===== src/rtl/plab5_mcore_net_msg_to_mem_resp.sv =====
// Core-side receive adapter: network response message -> memory response, 2-entry FIFO.
// Latency: 1 cycle minimum from net handshake to mem_resp_val; no combinational bypass.
// Backpressure: net_rdy low when full, in reset, or in a domain-switch (flush) cycle.
// Optional: PLAB5_MCORE_NET_RESP_VIOL_CNT_EN builds a saturating dropped-packet counter.
module plab5_mcore_net_msg_to_mem_resp #(
  parameter int p_net_dest          = 0,
  parameter int p_num_ports         = 4,
  parameter int p_mem_opaque_nbits  = 8,
  parameter int p_mem_data_nbits    = 32,
  parameter int p_net_opaque_nbits  = 4,
  parameter int p_net_srcdest_nbits = 3,
  localparam int c_mc = 3 + p_mem_opaque_nbits + 2,
  localparam int c_cn = 2*p_net_srcdest_nbits + p_net_opaque_nbits + c_mc + 2
) (
  input  logic                        clk,
  input  logic                        reset,
  input  logic                        mode,
  input  logic                        domain,
  input  logic [c_cn-1:0]             net_msg_control,
  input  logic [p_mem_data_nbits-1:0] net_msg_data,
  input  logic                        net_val,
  output logic                        net_rdy,
  output logic [c_mc-1:0]             mem_resp_control,
  output logic [p_mem_data_nbits-1:0] mem_resp_data,
  output logic                        mem_resp_fail,
  output logic                        mem_resp_val,
  input  logic                        mem_resp_rdy,
  output logic [7:0]                  viol_count
);

  localparam int c_ns = p_net_srcdest_nbits;
  localparam int c_no = p_net_opaque_nbits;
  localparam logic [c_ns-1:0] c_dest = c_ns'(p_net_dest);

  // A port id outside the network is a configuration error.
  if (p_net_dest >= p_num_ports) begin : g_bad_dest
    $error("p_net_dest must be below p_num_ports");
  end

  // Packet field views
  logic [c_ns-1:0] pkt_dest;
  logic            pkt_domain;
  logic            pkt_fail;
  logic [c_mc-1:0] pkt_mem_ctrl;
  logic            unused_net_fields;

  assign pkt_dest          = net_msg_control[c_cn-1 -: c_ns];
  assign pkt_domain        = net_msg_control[c_mc+1];
  assign pkt_fail          = net_msg_control[c_mc];
  assign pkt_mem_ctrl      = net_msg_control[c_mc-1:0];
  // Network src and opaque are not forwarded to the core.
  assign unused_net_fields = ^net_msg_control[c_cn-c_ns-1 -: (c_ns+c_no)];

  // FIFO state
  logic [1:0] count_q, count_d;
  logic       rd_ptr_q, rd_ptr_d;
  logic       wr_ptr_q, wr_ptr_d;
  logic       domain_q, domain_d;
  logic [1:0][c_mc-1:0]             ctrl_q, ctrl_d;
  logic [1:0][p_mem_data_nbits-1:0] data_q, data_d;
  logic [1:0]                       fail_q, fail_d;

  logic domain_sw, enq, deq, drop, keep;

  // Handshakes, drop decision and next-state for pointers/count/entries
  always_comb begin
    domain_sw    = (domain != domain_q);
    net_rdy      = reset & (count_q != 2'd2) & ~domain_sw;
    // Head is hidden during a switch cycle so old-domain data never leaks out.
    mem_resp_val = reset & (count_q != 2'd0) & ~domain_sw;
    enq          = net_val & net_rdy;
    deq          = mem_resp_val & mem_resp_rdy;
    drop         = enq & ((pkt_dest != c_dest) | (mode & (pkt_domain != domain)));
    keep         = enq & ~drop;

    count_d  = count_q;
    rd_ptr_d = rd_ptr_q;
    wr_ptr_d = wr_ptr_q;
    domain_d = domain;
    ctrl_d   = ctrl_q;
    data_d   = data_q;
    fail_d   = fail_q;

    if (domain_sw) begin
      count_d  = 2'd0;
      rd_ptr_d = 1'b0;
      wr_ptr_d = 1'b0;
    end else begin
      if (keep) begin
        ctrl_d[wr_ptr_q] = pkt_mem_ctrl;
        data_d[wr_ptr_q] = net_msg_data;
        fail_d[wr_ptr_q] = pkt_fail;
        wr_ptr_d         = ~wr_ptr_q;
      end
      if (deq) begin
        rd_ptr_d = ~rd_ptr_q;
      end
      count_d = count_q + {1'b0, keep} - {1'b0, deq};
    end
  end

  // Control state with synchronous active-low reset
  always_ff @(posedge clk) begin
    if (!reset) begin
      count_q  <= 2'd0;
      rd_ptr_q <= 1'b0;
      wr_ptr_q <= 1'b0;
      domain_q <= domain;
    end else begin
      count_q  <= count_d;
      rd_ptr_q <= rd_ptr_d;
      wr_ptr_q <= wr_ptr_d;
      domain_q <= domain_d;
    end
  end

  // Entry storage; validity is tracked entirely by count, so no reset needed
  always_ff @(posedge clk) begin
    ctrl_q <= ctrl_d;
    data_q <= data_d;
    fail_q <= fail_d;
  end

  // Head-entry outputs, forced to zero when empty
  always_comb begin
    mem_resp_control = '0;
    mem_resp_data    = '0;
    mem_resp_fail    = 1'b0;
    if (count_q != 2'd0) begin
      mem_resp_control = ctrl_q[rd_ptr_q];
      mem_resp_data    = data_q[rd_ptr_q];
      mem_resp_fail    = fail_q[rd_ptr_q];
    end
  end

`ifdef PLAB5_MCORE_NET_RESP_VIOL_CNT_EN
  logic [7:0] viol_q, viol_d;

  // Saturating count of consumed-but-dropped packets; flushes never count
  always_comb begin
    viol_d = viol_q;
    if (drop && (viol_q != 8'hFF)) viol_d = viol_q + 8'd1;
  end

  // Counter register
  always_ff @(posedge clk) begin
    if (!reset) viol_q <= 8'h00;
    else        viol_q <= viol_d;
  end

  assign viol_count = viol_q;
`else
  assign viol_count = 8'h00;
`endif

endmodule


===== config.mk =====
export PLATFORM = sky130hd
export DESIGN_NAME = plab5_mcore_net_msg_to_mem_resp
export DESIGN_NICKNAME = d
export VERILOG_FILES = /design/src/rtl/plab5_mcore_net_msg_to_mem_resp.sv
export SDC_FILE = /design/constraint.sdc
export NUM_CORES = 1
export LEC_CHECK = 0
export ABC_AREA = 1
export CAP_MARGIN = 5
export CORE_MARGIN = 1.5
export CORE_UTILIZATION = 35
export CTS_CLUSTER_SIZE = 16
export DETAILED_ROUTE_END_ITERATION = 8
export GPL_TIMING_DRIVEN = 0
export PLACE_DENSITY = 0.71
export REMOVE_ABC_BUFFERS = 1
export SYNTH_ARGS = -nofsm -noshare
export SYNTH_HDL_FRONTEND = slang
export SYNTH_SLANG_ARGS = --single-unit

===== constraint.sdc =====
create_clock -name clk -period 10.75 [get_ports clk]
set_input_delay 2.6875 -clock clk [delete_from_list [all_inputs] [get_ports clk]]
set_output_delay 2.6875 -clock clk [all_outputs]
set_load 0.05 [all_outputs]

==> impl_metrics.yaml, run 1 <==
global_routing:
  grt_start_max_net_pins: 48
  overflow: 0
  grt_usage_pct: 13.4
  antenna_found_initial: 0
  grt_pass1_wl_mm: 11.9
  grt_pass1_vias: 2534
power_and_ir_drop:
  leakagePower_nw: 1.85
  p_comb_share_pct: 6.0
  seq_power_share_pct: 60.8
  p_int_uw: 541
  p_sw_uw: 140
  swShare_pct: 20.5
  pwr-share-clk_pct: 33.1
  vdd_drop_max_mv: 0.0733
  cellPowerDensity_nw_per_um2: 128
setup_path:
  worstSetupPathType: "in2out"
  path_cells: "clkdlybuf4s50_1 > inv_2 > nand2_2 > nand2_2 > nor2_4 > inv_1 > nor2_1 > clkdlybuf4s50_1"
  crit_arrival_ps: 4650
  start_kind: "input pin"
  crit_required_ps: 8060
  crit_path_max_incr_delay_ps: 800
  crit_path_end_kind: "output pin"
  cp_max_fo: 5
  cpMaxStageDelayCell: "clkdlybuf4s50_1"
sta:
  hold_violations: 0
  worst_slack_ps: 3410
  max-slew-margin-rel_pct: 43.0
  fmax_mhz: 136
  finClkSkew_ps: 15.8
  whs_ps: 587
  worst_pin_slew_ps: 854
  period_share_pct: 68.2
  period_needed_ps: 7340
  setup_viol: 0
  rsz0062_at_grt: "false"
  slew_violations: 0
  tns_ps: 0
die:
  rows: 38
  dieHeight_microns: 108
  start_util_pct: 35.8
  core-area_sq_um: 10800
  fp.dieW_microns: 108
  io_pins: 119
  die_area_sq_um: 11700
clock_tree:
  clock_latency_ps: 360
  cts_hold_buf: 0
  tritoncts: "yes"
  cts_buffers: 9
  cts.reportedPaths.clkPinSlew_ps: 80
  cts_root_buf: "clkbuf_8"
  cts_sinks: 97
  cts-htree-levels: 3
  postCtsSetupBuffers: 0
  cts-resized-gates: 0
  cts_buffer_depth: 2
run_status:
  status: "complete, no violations"
synth:
  synth_top_area_share_pct: 71.5
  synth_cells: 313
  synth.distinct_cells: 24
  yosys-top-cells-area: "edfxtp_1 72%, nand2_1 10%, a21oi_1 6.5%"
  ys_warn_count: 0
  ys_ff_latch: 97
  ys_seq_area_share_pct: 74.1
  syn_area_sq_um: 3860
  yosysTopAreaCell: "edfxtp_1"
  syn_area_per_cell_sq_um: 12.3
detailed_routing:
  vias: 2561
  routed_wl_mm: 7.79
  first_pass_iters: 4
  ant_nets: 0
  wl_per_cell_microns: 13.8
  drcViolationCount: 0
  viasPerCell: 4.55
  initialDrtViolationCount: 108
cells_and_area:
  nets: 482
  area_growth_pct: 37.1
  final_common_cell: "nand2_1"
  mostFrequentLayoutCells: "106 x nand2_1, 103 x clkdlybuf4s50_1, 92 x edfxtp_1"
  antenna_cells: 0
  drive_above_1_share_pct: 8.27
placed_design:
  pre_cts_ws_ps: 3390
  dpl.hpwl_mm: 5.32
  port_buffers: 103
  place_congestion: 0.777
min_path:
  hp-class: "reg2reg"
flow_run:
  cap_violations: 0
[cell families (layout without fill, tap and decap cells)]
logic type      Yosys count  count (layout)  share of synthesized area [%]
buf+inv                  37             140                           4.96
xor+xnor                  1               1                          0.227
simple gates            124             124                           13.4
compound gates           52              52                           6.84
other cells               1               8                         0.0971
fa+ha+maj                 1               1                          0.324
flops                    97              97                           74.1
[worst max-delay path: cells and delay by family]
kind / cells / cell delay (ps)
buffers and inverters: 4 / 1540
and+or+nand+nor: 4 / 430
[per-stage QoR]
stage               area [sq um]  power (mW)  cells  utilization [%]
floorplan                   3750       0.438    297                -
global placement            4960       0.462    540             45.9
detailed placement          5110       0.464    547             47.3
CTS                         5300       0.689    563             49.1
global route                5300       0.706    563             49.1
finish                      5300       0.680    563             49.1
[final cells by class]
class / count / area (sq um)
tap: 140 / 175
timing repair buffer: 110 / 1160
inverter: 14 / 53.8
multi-input combinational: 186 / 855
fill: 940 / 5500
clock inverter: 6 / 58.8
sequential: 97 / 2860
clock buffer: 10 / 128
[cells in the mapped netlist]
| cell type | n |
|---|---|
| clkinv_2 | 1 |
| nand3b_4 | 1 |
| a21oi_2 | 1 |
| nand2_1 | 106 |
| clkbuf_1 | 3 |
| dfxtp_1 | 5 |
| nor3_1 | 2 |
| inv_2 | 1 |
| nand3_1 | 3 |
| nor2_1 | 5 |
| edfxtp_1 | 92 |
| nand4_1 | 1 |
| buf_6 | 1 |
| xnor2_1 | 1 |
| nand2_2 | 3 |
| buf_4 | 8 |
| nor2_4 | 2 |
| nand3_2 | 1 |
| ha_1 | 1 |
| a21oi_1 | 50 |
| buf_2 | 11 |
| o21ai_1 | 1 |
| inv_1 | 12 |
| conb_1 | 1 |
[layer usage]
layer | wire length [microns] | global-route usage, % | vias up
li1 | - | - | 1271
met1 | 3340 | 16.1 | 1205
met2 | 3970 | 22.8 | 74
met3 | 353 | 2.77 | 11
met4 | 135 | 6.48 | 0
met5 | 0 | 0 | -
[registers in the layout, summed over array words and instances, names as in the netlist]
| register | cells |
|---|---|
| fail_q | 2 |
| data_q | 64 |
| ctrl_q | 26 |
| wr_ptr_q | 1 |
| count_q | 2 |
| domain_q | 1 |
| rd_ptr_q | 1 |
[power groups by stage]
stage | clock network, mW | registers [mW] | logic [mW]
finish | 0.225 | 0.414 | 0.0412
global route | 0.248 | 0.414 | 0.0439
CTS | 0.233 | 0.414 | 0.0415
detailed placement | 0 | 0.422 | 0.0413
global placement | 0 | 0.423 | 0.0396
floorplan | 0 | 0.423 | 0.0148
[worst paths after layout]
path / start / endpoint / slack, ps / cells after the start
setup / recovery: domain / mem_resp_val / 3410 / 8
hold / removal: wr_ptr_q / wr_ptr_q / 590 / 2
setup reg to reg: count_q[0] / data_q[15] / 8600 / 8
hold reg to reg: wr_ptr_q / wr_ptr_q / 590 / 2
No activity file was read; power rests on OpenSTA's default activity.
==> inputs of run 2 (changes only) <==
--- a/config.mk
+++ b/config.mk
@@ -12,7 +12,7 @@
 export CTS_CLUSTER_SIZE = 16
 export DETAILED_ROUTE_END_ITERATION = 8
 export GPL_TIMING_DRIVEN = 0
-export PLACE_DENSITY = 0.71
+export PLACE_DENSITY = 0.73
 export REMOVE_ABC_BUFFERS = 1
 export SYNTH_ARGS = -nofsm -noshare
 export SYNTH_HDL_FRONTEND = slang
==> constraint.sdc (replaced) <==
create_clock -name clk -period 5.9 [get_ports clk]
set_input_delay 1.475 -clock clk [delete_from_list [all_inputs] [get_ports clk]]
set_output_delay 1.475 -clock clk [all_outputs]
set_load 0.05 [all_outputs]
==> run 2 against run 1 <==
- non-clock buffer count stayed put
- sequential power rose by 82%
- power grew 87%
- die area stayed put
- sequential cell count stayed put
- critical path depth is the same
- count of clock-buffer cells in the layout unchanged
- clock skew is 6.6 ps lower
- via count up 1.1%
- combinational power is 82% higher
==> impl_metrics.yaml, run 2 (same netlist as run 1, synthesis figures left out) <==
cells_and_area:
  antenna_cells: 0
  final_cells: 561
  final_common_cell: "nand2_1"
  largest_register_ffs: 64
  largestRegisters: "data_q x64, ctrl_q x26"
  nets: 482
  mostFrequentLayoutCells: "106 x nand2_1, 103 x clkdlybuf4s50_1, 92 x edfxtp_1"
  fill_cells: 929
  drive_above_1_share_pct: 8.31
  area_growth_pct: 37.0
  design_area_sq_um: 5290
  largest_register: "data_q"
die:
  die_area_sq_um: 11700
  fp.dieW_microns: 108
  rows: 38
  start_util_pct: 35.8
  io_pins: 119
  core-area_sq_um: 10800
  dieHeight_microns: 108
detailed_routing:
  viasPerCell: 4.61
  wl_per_cell_microns: 13.8
  ant_nets: 0
  drcViolationCount: 0
  routed_wl_mm: 7.73
  initialDrtViolationCount: 113
  met3_length_microns: 380
  top_layer: "met4"
  wl_met2_mm: 3.83
  met1_length_mm: 3.38
  first_pass_iters: 4
  vias: 2589
clock_tree:
  cts_sinks: 97
  postCtsSetupBuffers: 0
  clock_latency_ps: 340
  cts.reportedPaths.clkPinSlew_ps: 80
  cts_hold_buf: 0
  cts_root_buf: "clkbuf_8"
  cts-htree-levels: 3
  tritoncts: "yes"
  cts_buffers: 9
  cts-resized-gates: 0
  cts_buffer_depth: 2
global_routing:
  grt_start_max_net_pins: 48
  antenna_found_initial: 0
  grt_usage_pct: 13.3
  grt_pass1_wl_mm: 11.7
  grt_pass1_vias: 2399
  overflow: 0
sta:
  period_share_pct: 83.0
  fmax_mhz: 204
  worst_pin_slew_ps: 838
  setup_viol: 0
  hold_violations: 0
  max-slew-margin-rel_pct: 44.0
  finClkSkew_ps: 9.23
  period_needed_ps: 4900
  slew_violations: 0
  rsz0062_at_grt: "false"
placed_design:
  postPlaceCellArea_sq_um: 5090
  place_congestion: 0.756
  dpl.hpwl_mm: 5.24
  placed_cells: 547
  port_buffers: 103
setup_path:
  crit_required_ps: 4430
  path_delay_family: "buffers and inverters"
  worstSetupPathType: "in2out"
  cpMaxStageDelayCell: "clkdlybuf4s50_1"
  path_cells: "clkdlybuf4s50_1 > inv_2 > nand2_2 > nand2_2 > nor2_4 > inv_1 > nor2_1 > clkdlybuf4s50_1"
  worst-path-buf-inv: 4
  crit_arrival_ps: 3420
  cp_max_fo: 5
  start_kind: "input pin"
  crit_path_max_incr_delay_ps: 800
  crit_path_end_kind: "output pin"
power_and_ir_drop:
  leakagePower_nw: 1.86
  cellPowerDensity_nw_per_um2: 240
  vdd_drop_max_mv: 0.128
  power_mw: 1.27
min_path:
  hp-class: "reg2reg"
run_status:
  status: "complete, no violations"
flow_run:
  cap_violations: 0
-- run 2: final timing paths --
path         startpoint      endpoint  slack (ps)  depth (start not counted)
max              domain  mem_resp_val        1000                          8
min            wr_ptr_q      wr_ptr_q         570                          2
max reg2reg  count_q[0]    data_q[13]        3560                          8
min reg2reg    wr_ptr_q      wr_ptr_q         570                          2
-- run 2: report_power, final --
part	internal, mW	leakage, nW	switching [mW]
logic	0.0387	0.886	0.0364
registers	0.753	0.868	0.000677
clock network	0.233	0.102	0.208
-- run 2: routing by layer --
layer / global-route usage, % / up-vias
met5: 0 / -
met4: 6.30 / 0
met3: 3.13 / 12
met2: 21.8 / 77
met1: 16.5 / 1239
li1: - / 1261
-- run 2: per-stage QoR --
step                      TNS (ps)  worst slack (ps)  util (%)  hold slack [ps]
after CTS                        0               986      49.0              570
after global routing             0               919      49.0              591
after floorplan                  0               120         -              465
after detailed placement         0               986      47.2              556
final                            0              1000      49.0              570
after global placement      -98370             -2030      45.9              476
-- run 2: final cells by class --
type,count,area [sq um],share of cell area [%]
Sequential cell,97,2860,54.1
Clock inverter,4,70.1,1.32
Inverter,14,53.8,1.02
Timing Repair Buffer,110,1150,21.7
Tap cell,140,175,3.31
Clock buffer,10,128,2.41
Multi-Input combinational cell,186,855,16.1
-- run 2: worst register-to-register path, delay by kind of cell (launching register included) --
kind	cells	cell delay, ps
DFF	1	380
buffers and inverters	3	610
and+or+nand+nor	5	1060
